File: config.mk
export PLATFORM = sky130hd
export DESIGN_NAME = icache_port_arbiter_flat
export DESIGN_NICKNAME = d
export VERILOG_FILES = /design/src/rtl/icache_port_arbiter_if.sv /design/src/rtl/icache_port_arbiter.sv /design/src/flat_wrapper.sv
export SDC_FILE = /design/constraint.sdc
export NUM_CORES = 1
export LEC_CHECK = 0
export CELL_PAD_IN_SITES_DETAIL_PLACEMENT = 0
export CELL_PAD_IN_SITES_GLOBAL_PLACEMENT = 2
export CORE_MARGIN = 10
export CORE_UTILIZATION = 10
export CTS_CLUSTER_SIZE = 20
export DETAILED_ROUTE_END_ITERATION = 10
export GPL_TIMING_DRIVEN = 0
export PLACE_DENSITY = 0.95
export SKIP_LAST_GASP = 1
export SYNTH_ARGS = -nofsm -noshare
export SYNTH_HDL_FRONTEND = slang
export SYNTH_SLANG_ARGS = --single-unit
File: constraint.sdc
create_clock -name clka -period 2.4 [get_ports clka]
set_clock_uncertainty 0.15 [all_clocks]
set_input_delay 0.72 -clock clka [delete_from_list [all_inputs] [get_ports clka]]
set_output_delay 0.72 -clock clka [all_outputs]
set_load 0.005 [all_outputs]
File: src/rtl/icache_port_arbiter_if.sv
// rtl/icache_port_arbiter_if.sv - fetch/loader request and ICache RAM signal bundle
interface icache_port_arbiter_if #(
    parameter int ADDR_W = 16,
    parameter int DATA_W = 32
);
    logic              f_req;
    logic [ADDR_W-1:0] f_addr;
    logic              f_gnt;
    logic              f_rvalid;
    logic [DATA_W-1:0] f_rdata;
    logic              l_req;
    logic              l_we;
    logic [ADDR_W-1:0] l_addr;
    logic [DATA_W-1:0] l_wdata;
    logic              l_gnt;
    logic              l_rvalid;
    logic [DATA_W-1:0] l_rdata;
    logic              wea;
    logic [ADDR_W-1:0] addra;
    logic [DATA_W-1:0] dina;
    logic [DATA_W-1:0] douta;

    // Arbiter side
    modport slave (
        input  f_req, f_addr, l_req, l_we, l_addr, l_wdata, douta,
        output f_gnt, f_rvalid, f_rdata, l_gnt, l_rvalid, l_rdata, wea, addra, dina
    );

    // Requesters plus RAM side
    modport master (
        output f_req, f_addr, l_req, l_we, l_addr, l_wdata, douta,
        input  f_gnt, f_rvalid, f_rdata, l_gnt, l_rvalid, l_rdata, wea, addra, dina
    );
endinterface

File: src/rtl/icache_port_arbiter.sv
// rtl/icache_port_arbiter.sv - loader-priority arbiter for the single-port ICache RAM
module icache_port_arbiter #(
    parameter int ADDR_W     = 16,
    parameter int DATA_W     = 32,
    parameter int STARVE_MAX = 4
) (
    input  logic                  clka,
    input  logic                  rsta_n,
    icache_port_arbiter_if.slave  bus
);
    typedef enum logic [1:0] {IDLE, FETCH_RD, LOAD_RD, LOAD_WR} owner_t;

    owner_t            state;
    owner_t            state_nxt;
    logic [3:0]        starve_cnt;
    logic [3:0]        starve_nxt;
    logic              starve_at_max;
    logic              f_gnt_c;
    logic              l_gnt_c;
    logic              wea_c;
    logic [ADDR_W-1:0] addr_c;
    logic [DATA_W-1:0] din_c;

    assign starve_at_max = (starve_cnt == 4'(STARVE_MAX));

    // Grant decision, RAM drive and next owner/starvation state for this cycle
    always_comb begin
        f_gnt_c    = 1'b0;
        l_gnt_c    = 1'b0;
        wea_c      = 1'b0;
        addr_c     = '0;
        din_c      = '0;
        state_nxt  = IDLE;
        starve_nxt = starve_cnt;
        if (rsta_n) begin
            // Loader wins unless fetch has waited through STARVE_MAX loader grants
            f_gnt_c = bus.f_req && (!bus.l_req || starve_at_max);
            l_gnt_c = bus.l_req && !f_gnt_c;
            if (f_gnt_c) begin
                addr_c    = bus.f_addr;
                state_nxt = FETCH_RD;
            end else if (l_gnt_c) begin
                addr_c    = bus.l_addr;
                din_c     = bus.l_wdata;
                wea_c     = bus.l_we;
                state_nxt = bus.l_we ? LOAD_WR : LOAD_RD;
            end
            if (!bus.f_req || f_gnt_c) begin
                starve_nxt = 4'd0;
            end else if (l_gnt_c && !starve_at_max) begin
                starve_nxt = starve_cnt + 4'd1;
            end
        end
    end

    // Owner of the RAM access issued last cycle, plus fetch starvation count
    always_ff @(posedge clka or negedge rsta_n) begin
        if (!rsta_n) begin
            state      <= IDLE;
            starve_cnt <= 4'd0;
        end else begin
            state      <= state_nxt;
            starve_cnt <= starve_nxt;
        end
    end

    assign bus.f_gnt    = f_gnt_c;
    assign bus.l_gnt    = l_gnt_c;
    assign bus.wea      = wea_c;
    assign bus.addra    = addr_c;
    assign bus.dina     = din_c;
    assign bus.f_rvalid = (state == FETCH_RD);
    assign bus.l_rvalid = (state == LOAD_RD);
    assign bus.f_rdata  = bus.douta;
    assign bus.l_rdata  = bus.douta;
endmodule

File: src/flat_wrapper.sv
// flat-port wrapper written by rule: the top's interface ports become plain ports
module icache_port_arbiter_flat 
#(
    parameter int ADDR_W     = 16,
    parameter int DATA_W     = 32,
    parameter int STARVE_MAX = 4
)
  (clka, rsta_n, bus_f_req, bus_f_addr, bus_l_req, bus_l_we, bus_l_addr, bus_l_wdata, bus_douta, bus_f_gnt, bus_f_rvalid, bus_f_rdata, bus_l_gnt, bus_l_rvalid, bus_l_rdata, bus_wea, bus_addra, bus_dina);
  icache_port_arbiter_if #(.ADDR_W(ADDR_W), .DATA_W(DATA_W)) bus_i ();
  input  logic clka;
  input  logic rsta_n;
  input wire logic [$bits(bus_i.f_req)-1:0] bus_f_req;
  input wire logic [$bits(bus_i.f_addr)-1:0] bus_f_addr;
  input wire logic [$bits(bus_i.l_req)-1:0] bus_l_req;
  input wire logic [$bits(bus_i.l_we)-1:0] bus_l_we;
  input wire logic [$bits(bus_i.l_addr)-1:0] bus_l_addr;
  input wire logic [$bits(bus_i.l_wdata)-1:0] bus_l_wdata;
  input wire logic [$bits(bus_i.douta)-1:0] bus_douta;
  output wire logic [$bits(bus_i.f_gnt)-1:0] bus_f_gnt;
  output wire logic [$bits(bus_i.f_rvalid)-1:0] bus_f_rvalid;
  output wire logic [$bits(bus_i.f_rdata)-1:0] bus_f_rdata;
  output wire logic [$bits(bus_i.l_gnt)-1:0] bus_l_gnt;
  output wire logic [$bits(bus_i.l_rvalid)-1:0] bus_l_rvalid;
  output wire logic [$bits(bus_i.l_rdata)-1:0] bus_l_rdata;
  output wire logic [$bits(bus_i.wea)-1:0] bus_wea;
  output wire logic [$bits(bus_i.addra)-1:0] bus_addra;
  output wire logic [$bits(bus_i.dina)-1:0] bus_dina;
  assign bus_i.f_req = bus_f_req;
  assign bus_i.f_addr = bus_f_addr;
  assign bus_i.l_req = bus_l_req;
  assign bus_i.l_we = bus_l_we;
  assign bus_i.l_addr = bus_l_addr;
  assign bus_i.l_wdata = bus_l_wdata;
  assign bus_i.douta = bus_douta;
  assign bus_f_gnt = bus_i.f_gnt;
  assign bus_f_rvalid = bus_i.f_rvalid;
  assign bus_f_rdata = bus_i.f_rdata;
  assign bus_l_gnt = bus_i.l_gnt;
  assign bus_l_rvalid = bus_i.l_rvalid;
  assign bus_l_rdata = bus_i.l_rdata;
  assign bus_wea = bus_i.wea;
  assign bus_addra = bus_i.addra;
  assign bus_dina = bus_i.dina;
  icache_port_arbiter #(.ADDR_W(ADDR_W), .DATA_W(DATA_W), .STARVE_MAX(STARVE_MAX)) u_core (.clka(clka), .rsta_n(rsta_n), .bus(bus_i));
endmodule
==> insert_results.sql, run 1 <==
INSERT INTO impl_metrics (metric_group, metric, value, unit) VALUES
('status', 'outcome', 'complete, but fails checks', ''),
('status', 'failed_checks', 'negative setup slack', ''),
('yosys', 'postSynthNetCount', '252', ''),
('critical_path', 'worst_r2r_path_depth', '7', ''),
('clocking', 'h-tree-depth', '1', ''),
('global_routing', 'grt_pass1_vias', '2099', ''),
('yosys', 'synthAdderAreaFrac', '2.10', '%'),
('clocking', 'numCtsBuffers', '3', ''),
('floorplanning', 'die_x', '129', 'um'),
('yosys', 'synth_top_cells_by_count', 'buf_4, and2_1, a22o_1', ''),
('layout', 'synthToLayoutAreaGrowth', '203', '%'),
('sta', 'final_critical_path_setup_slack', '-318', 'ps'),
('global_routing', 'grt_max_degree', '8', ''),
('layout', 'finish.net_count', '470', ''),
('yosys', 'postSynth.asyncResetShare', '100', '%'),
('global_routing', 'initial_antenna_violation_count', '0', ''),
('global_routing', 'remaining_global_route_overflow', '0', ''),
('power_and_ir_drop', 'cellPowerDensity', '273', 'nW/um^2'),
('clocking', 'ctsRootBufferMaster', 'clkbuf_16', ''),
('sta', 'final_min_period_over_clock_period', '113', '%'),
('yosys', 'synth.area.mux_share', '0.839', '%'),
('power_and_ir_drop', 'total_power_of_the_final_layout', '987', 'uW'),
('yosys', 'post-synth-top-count-cell', 'buf_4', ''),
('critical_path', 'origin_of_the_critical_flop_to_flop_path', 'u_core.starve_cnt[0]$_DFFE_PN0P_', ''),
('clocking', 'holdBufCountCts', '0', ''),
('sta', 'timing.final.setup_violations', '51', ''),
('yosys', 'synth_top_cell_area_share', '40.3', '%'),
('yosys', 'netlist.top_cell.by_area', 'buf_4', ''),
('critical_path', 'critical_path.cell_chain', 'inv_1, ha_2, nand3b_4, o211a_4, buf_6, buf_6, a22o_1, buf_2', ''),
('clocking', 'numClockSinks', '6', ''),
('detailed_routing', 'ant_nets', '0', ''),
('floorplanning', 'fp.dieH', '129', 'um'),
('critical_path', 'worst_setup_path_end_kind', 'output port', ''),
('yosys', 'synth_xor_area_share', '2.20', '%'),
('detailed_routing', 'vias_per_cell', '3.56', ''),
('critical_path', 'worst-path-max-fanout', '5', ''),
('critical_path', 'worst-r2r-setup-slack', '720', 'ps'),
('yosys', 'dominantRegCellSynth', 'dfrtp_1', ''),
('critical_path', 'crit_cells', '8', ''),
('detailed_routing', 'number_of_detailed_routing_iterations_run_before_antenna_repair', '4', ''),
('yosys', 'synth_top_family_by_area', 'buffers and inverters', ''),
('detailed_routing', 'drc', '0', ''),
('yosys', 'synth_seq_area_share', '12.6', '%'),
('yosys', 'synth_cell_types', '22', ''),
('floorplanning', 'floorplan.initialDensity', '10.3', '%'),
('placement', 'gp_congestion', '0.767', ''),
('critical_path', 'cp_data_arrival_time', '1850', 'ps'),
('floorplanning', 'core_area', '11600', 'um^2'),
('critical_path', 'cp-start-kind', 'register', ''),
('layout', 'final_layout_size_suffix_gt1_share', '50.4', '%'),
('placement', 'hpwlAfterDp', '6.63', 'mm'),
('critical_path', 'critPathBufInv', '4', ''),
('floorplanning', 'die_area', '16700', 'um^2'),
('sta', 'achievable-frequency', '368', 'MHz'),
('detailed_routing', 'detailedRoute.firstIterationViolations', '31', ''),
('floorplanning', 'placement_rows', '39', ''),
('layout', 'area.sequential', '150', 'um^2'),
('sta', 'max-slew-margin-rel', '75.8', '%'),
('layout', 'multi_input_area', '594', 'um^2'),
('clocking', 'clk_pin_slew', '30', 'ps'),
('yosys', 'post_synth_edffs', '0', ''),
('flow_run', 'cap_violations', '0', ''),
('critical_path', 'slowest_stage', 'dfrtp_1', ''),
('clocking', 'tritoncts', 'done', ''),
('yosys', 'synth_area', '1190', 'um^2'),
('detailed_routing', 'avgRoutedWirePerCell', '15.9', 'um'),
('power_and_ir_drop', 'vdd_drop_max', '0.206', 'mV'),
('critical_path', 'worst_path_dominant_cell_family', 'compound AO/OA/AOI/OAI gates', ''),
('layout', 'filler_cell_count', '1215', ''),
('clocking', 'clock_tree.buffer_depth', '2', ''),
('clocking', 'insertion_delay', '230', 'ps');
[metal layers]
| metal | wire length, um | track usage (%) | vias to the layer above | share of wire (%) |
|---|---|---|---|---|
| met5 | 0 | 0 | - | 0 |
| met4 | 34 | 1.40 | 0 | 0.42 |
| met3 | 1610 | 6.44 | 2 | 20 |
| met2 | 4100 | 16.6 | 153 | 51 |
| met1 | 2310 | 6.82 | 794 | 29 |
| li1 | - | - | 857 | - |
[worst max-delay path by stage]
stage	start	slack [ps]	endpoint
final	u_core.starve_cnt[0]$_DFFE_PN0P_	-320	bus_addra[14]
after global routing	u_core.starve_cnt[0]$_DFFE_PN0P_	-390	bus_addra[13]
after CTS	u_core.starve_cnt[0]$_DFFE_PN0P_	-360	bus_addra[13]
after detailed placement	rsta_n	-1740	bus_dina[30]
after global placement	rsta_n	-1760	bus_dina[30]
after floorplan	rsta_n	4	bus_addra[10]
[through the flow]
| step | utilization [%] | area (um^2) | std cells | hold slack (ps) | setup WS [ps] |
|---|---|---|---|---|---|
| 2_1_floorplan | - | 1190 | 149 | 274 | 4.32 |
| 3_3_place_gp | 27.9 | 3230 | 477 | 377 | -1760 |
| 3_5_place_dp | 27.9 | 3230 | 477 | 414 | -1740 |
| 4_1_cts | 30.7 | 3550 | 506 | 117 | -356 |
| 5_1_grt | 31.3 | 3610 | 508 | 124 | -393 |
| 6_report | 31.3 | 3610 | 508 | 123 | -318 |
[registers in the layout, indices dropped and copies added, names as in the netlist]
name	flops
u_core.starve_cnt	4
u_core.state	2
[cells by family (layout without fill, tap and decap cells)]
kind of cell             Yosys count  in the layout
multiplexers                       1              1
AO/OA/AOI/OAI                     20             21
XOR/XNOR                           3              3
adder cells (fa/ha/maj)            2              2
AND/OR/NAND/NOR                   42             42
flip-flops                         6              6
buffers and inverters             75            290
[repair_timing]
action,in CTS,in global routing
resized for setup,288,20
buffers inserted,21,4
endpoints found under the setup margin,53,51
gates cloned,6,0
pin swaps,42,8
[cells in the final DEF, fill, tap and decap left out, types with 2 or more instances in the layout]
cell type / count
buf_2: 27
buf_4: 75
dfrtp_1: 6
buf_6: 43
o211a_4: 2
nor2b_1: 2
nor2_1: 4
clkbuf_8: 2
buf_8: 3
clkbuf_16: 4
inv_1: 2
xor2_1: 2
clkdlybuf4s50_1: 131
inv_2: 2
a22o_1: 16
and2_1: 10
and2_4: 23
[cell type report]
class / instances / area share, %
Inverter: 4 / 0.415
Buffer: 70 / 15.7
Clock buffer: 3 / 2.08
Timing Repair Buffer: 213 / 56.2
Sequential cell: 6 / 4.15
Multi-Input combinational cell: 69 / 16.4
Tap cell: 143 / 4.95
[where the power goes]
group | internal [mW] | switching, mW | total [mW] | leakage [nW]
registers | 0.112 | 0.00751 | 0.120 | 0.0795
logic | 0.423 | 0.175 | 0.598 | 1.61
clock network | 0.214 | 0.0552 | 0.269 | 0.0370
total | 0.750 | 0.238 | 0.987 | 1.73
(Power assumes the default switching activity.)
==> run 2: changes to the inputs <==
--- a/config.mk
+++ b/config.mk
@@ -14,6 +14,7 @@
 export GPL_TIMING_DRIVEN = 0
 export PLACE_DENSITY = 0.95
 export SKIP_LAST_GASP = 1
+export SLEW_MARGIN = 20
 export SYNTH_ARGS = -nofsm -noshare
 export SYNTH_HDL_FRONTEND = slang
 export SYNTH_SLANG_ARGS = --single-unit
==> results of run 2 <==
Same layout as run 1: the final DEF is identical, and so are final timing and power.
==> run 3: changes to the inputs <==
--- a/config.mk
+++ b/config.mk
@@ -12,6 +12,7 @@
 export CTS_CLUSTER_SIZE = 20
 export DETAILED_ROUTE_END_ITERATION = 10
 export GPL_TIMING_DRIVEN = 0
+export HOLD_SLACK_MARGIN = 0.12
 export PLACE_DENSITY = 0.95
 export SKIP_LAST_GASP = 1
 export SLEW_MARGIN = 20
==> run 3 against run 2 <==
The run still ends with negative setup slack left. Largest power group unchanged. Via count grew 0.22%. Wire length grew 0.26%. Sequential power is essentially flat. Final cell count grew 0.20%. Critical endpoint unchanged. Highest routed layer unchanged. Setup slack gained 2.2 ps. Hold slack gained 280 ps. First-iteration DRC count is the same. Critical path depth is the same. Sequential share of layout area is essentially flat.
==> insert_results.sql, run 3 (synthesis results as in run 1) <==
INSERT INTO impl_metrics (metric_group, metric, value, unit) VALUES
('sta', 'final.min_clock_period', '2720', 'ps'),
('layout', 'layout.cells.most_common', 'clkdlybuf4s50_1', ''),
('placement', 'hpwlAfterDp', '6.63', 'mm'),
('sta', 'timing.final.setup_violations', '51', ''),
('sta', 'final_min_period_over_clock_period', '113', '%'),
('critical_path', 'cp_data_arrival_time', '1850', 'ps'),
('power_and_ir_drop', 'power.static_leakage', '1.73', 'nW'),
('floorplanning', 'die_area', '16700', 'um^2'),
('worst_hold_path', 'min_from', 'u_core.starve_cnt[3]$_DFFE_PN0P_', ''),
('critical_path', 'timing.critical_path.slowest_cell_delay', '370', 'ps'),
('sta', 'hold_ws', '408', 'ps'),
('clocking', 'tritoncts', 'done', ''),
('critical_path', 'crit_start', 'u_core.starve_cnt[0]$_DFFE_PN0P_', ''),
('global_routing', 'gr-usage-all-layers', '8.61', '%'),
('detailed_routing', 'vias_per_cell', '3.56', ''),
('layout', 'antenna-diode-count', '0', ''),
('detailed_routing', 'overall_via_count_from_detail_route', '1810', ''),
('clocking', 'numCtsBuffers', '3', ''),
('critical_path', 'critPathRequiredTime', '1530', 'ps'),
('clocking', 'clk_pin_slew', '30', 'ps'),
('critical_path', 'slowest_stage', 'dfrtp_1', ''),
('layout', 'final_layout_size_suffix_gt1_share', '50.3', '%'),
('floorplanning', 'fp.dieH', '129', 'um'),
('detailed_routing', 'ant_nets', '0', ''),
('global_routing', 'grt_max_degree', '7', ''),
('sta', 'final_critical_path_setup_slack', '-316', 'ps'),
('critical_path', 'cp-start-kind', 'register', ''),
('sta', 'achievable-frequency', '368', 'MHz'),
('floorplanning', 'floorplan.initialDensity', '10.3', '%'),
('floorplanning', 'core_area', '11600', 'um^2'),
('power_and_ir_drop', 'cellPowerDensity', '273', 'nW/um^2'),
('sta', 'finalHoldViolations', '0', ''),
('critical_path', 'worst_setup_path_end_kind', 'output port', ''),
('global_routing', 'grt_pass1_vias', '2102', ''),
('detailed_routing', 'avgRoutedWirePerCell', '15.9', 'um'),
('flow_run', 'cap_violations', '0', ''),
('global_routing', 'remaining_global_route_overflow', '0', ''),
('placement', 'numPlacedInstances', '477', ''),
('clocking', 'insertion_delay', '230', 'ps'),
('critical_path', 'path_common_cell', 'buf_6', ''),
('placement', 'gp_congestion', '0.767', ''),
('critical_path', 'worst-path-max-fanout', '5', ''),
('critical_path', 'origin_of_the_critical_flop_to_flop_path', 'u_core.starve_cnt[0]$_DFFE_PN0P_', ''),
('status', 'outcome', 'complete, but fails checks', ''),
('global_routing', 'grt_pass1_wl', '11.4', 'mm'),
('critical_path', 'critical_path.cell_chain', 'inv_1, ha_2, nand3b_4, o211a_4, buf_6, buf_6, a22o_1, buf_2', ''),
('detailed_routing', 'drc', '0', ''),
('layout', 'filler_cell_count', '1215', ''),
('detailed_routing', 'detailedRoute.firstIterationViolations', '31', ''),
('power_and_ir_drop', 'vdd_drop_max', '0.206', 'mV'),
('detailed_routing', 'number_of_detailed_routing_iterations_run_before_antenna_repair', '4', ''),
('detailed_routing', 'wirelength', '8.08', 'mm'),
('layout', 'finish.net_count', '471', ''),
('layout', 'number_of_standard_cells_in_the_layout_taps_in_and_fillers_out', '509', ''),
('sta', 'max-slew-margin-rel', '75.8', '%'),
('floorplanning', 'die_x', '129', 'um'),
('global_routing', 'initial_antenna_violation_count', '0', ''),
('layout', 'most-common-layout-cells', 'clkdlybuf4s50_1, buf_4, buf_6', ''),
('status', 'failed_checks', 'negative setup slack', ''),
('layout', 'largestRegisters', 'u_core.starve_cnt: 4 flops, u_core.state: 2 flops', ''),
('worst_hold_path', 'hold_path_class', 'register to register', ''),
('clocking', 'h-tree-depth', '1', ''),
('sta', 'unrepaired_setup_endpoints_after_global_routing', 'yes', ''),
('clocking', 'numClockSinks', '6', ''),
('floorplanning', 'placement_rows', '39', ''),
('placement', 'port_buffers', '185', ''),
('clocking', 'ctsRootBufferMaster', 'clkbuf_16', ''),
('layout', 'largest_register_ffs', '4', ''),
('clocking', 'clock_tree.buffer_depth', '2', ''),
('layout', 'register_ranked_first_by_flip_flop_count', 'u_core.starve_cnt', ''),
('critical_path', 'worst_setup_path_type', 'register to output port', ''),
('layout', 'synthToLayoutAreaGrowth', '204', '%'),
('floorplanning', 'io_pins', '218', ''),
('sta', 'worst_slew_pin_tran', '361', 'ps'),
('sta', 'maxSlewViolCount', '0', '');
[run 3: cell type report]
| class | count | area, um^2 | area share [%] |
|---|---|---|---|
| buffer | 70 | 567 | 15.6 |
| timing repair buffer | 214 | 2040 | 56.4 |
| clock buffer | 3 | 75.1 | 2.07 |
| multi-input combinational | 69 | 594 | 16.4 |
| tap | 143 | 179 | 4.94 |
| inverter | 4 | 15.0 | 0.414 |
| sequential | 6 | 150 | 4.14 |
[run 3: report_power, final]
part | switching [mW] | total (mW) | leakage [nW] | internal [mW]
registers | 0.00739 | 0.120 | 0.0795 | 0.112
clock network | 0.0560 | 0.270 | 0.0370 | 0.214
logic | 0.175 | 0.599 | 1.61 | 0.424
[run 3: path summary, 6_finish.rpt]
path | endpoint | slack (ps) | depth (start not counted)
max in group asynchronous | u_core.state[0]$_DFF_PN0_ | 1130 | 2
setup / recovery | bus_addra[14] | -320 | 8
hold / removal | u_core.starve_cnt[3]$_DFFE_PN0P_ | 410 | 2
min in group asynchronous | u_core.starve_cnt[1]$_DFFE_PN0P_ | 740 | 2
hold reg to reg | u_core.starve_cnt[3]$_DFFE_PN0P_ | 410 | 2
setup reg to reg | u_core.state[1]$_DFF_PN0_ | 720 | 7
[run 3: worst max-delay path: cells and delay by family (launching register included)]
family                     cells  cell delay, ps
AOI/OAI and AO/OA              2             490
adders and majority gates      1             180
buffers and inverters          4             440
DFF                            1             370
and+or+nand+nor                1             120
[run 3: per-stage QoR]
stage          total power [mW]  TNS [ps]  instance area (um^2)  setup WS, ps  utilization [%]
2_1_floorplan             0.302         0                  1190          4.32                -
3_3_place_gp              0.643    -77740                  3230         -1760             27.9
3_5_place_dp              0.647    -77240                  3230         -1740             27.9
4_1_cts                   0.991    -12640                  3560          -356             30.8
5_1_grt                    1.05    -14300                  3620          -393             31.3
6_report                  0.988    -10350                  3620          -316             31.3
[run 3: routing by layer]
layer	track usage, %	share of wire [%]
met3	6.44	20
met4	1.40	0.42
met2	16.6	51
met1	6.87	29
met5	0	0
[run 3: repair_timing]
item | 4_1_cts | 5_1_grt
endpoints found under the setup margin | 53 | 51
hold endpoints to repair | 6 | 0
gates cloned | 6 | 0
buffers inserted | 21 | 4
resized for setup | 288 | 19
pin swaps | 42 | 8
hold buffers | 1 | 0
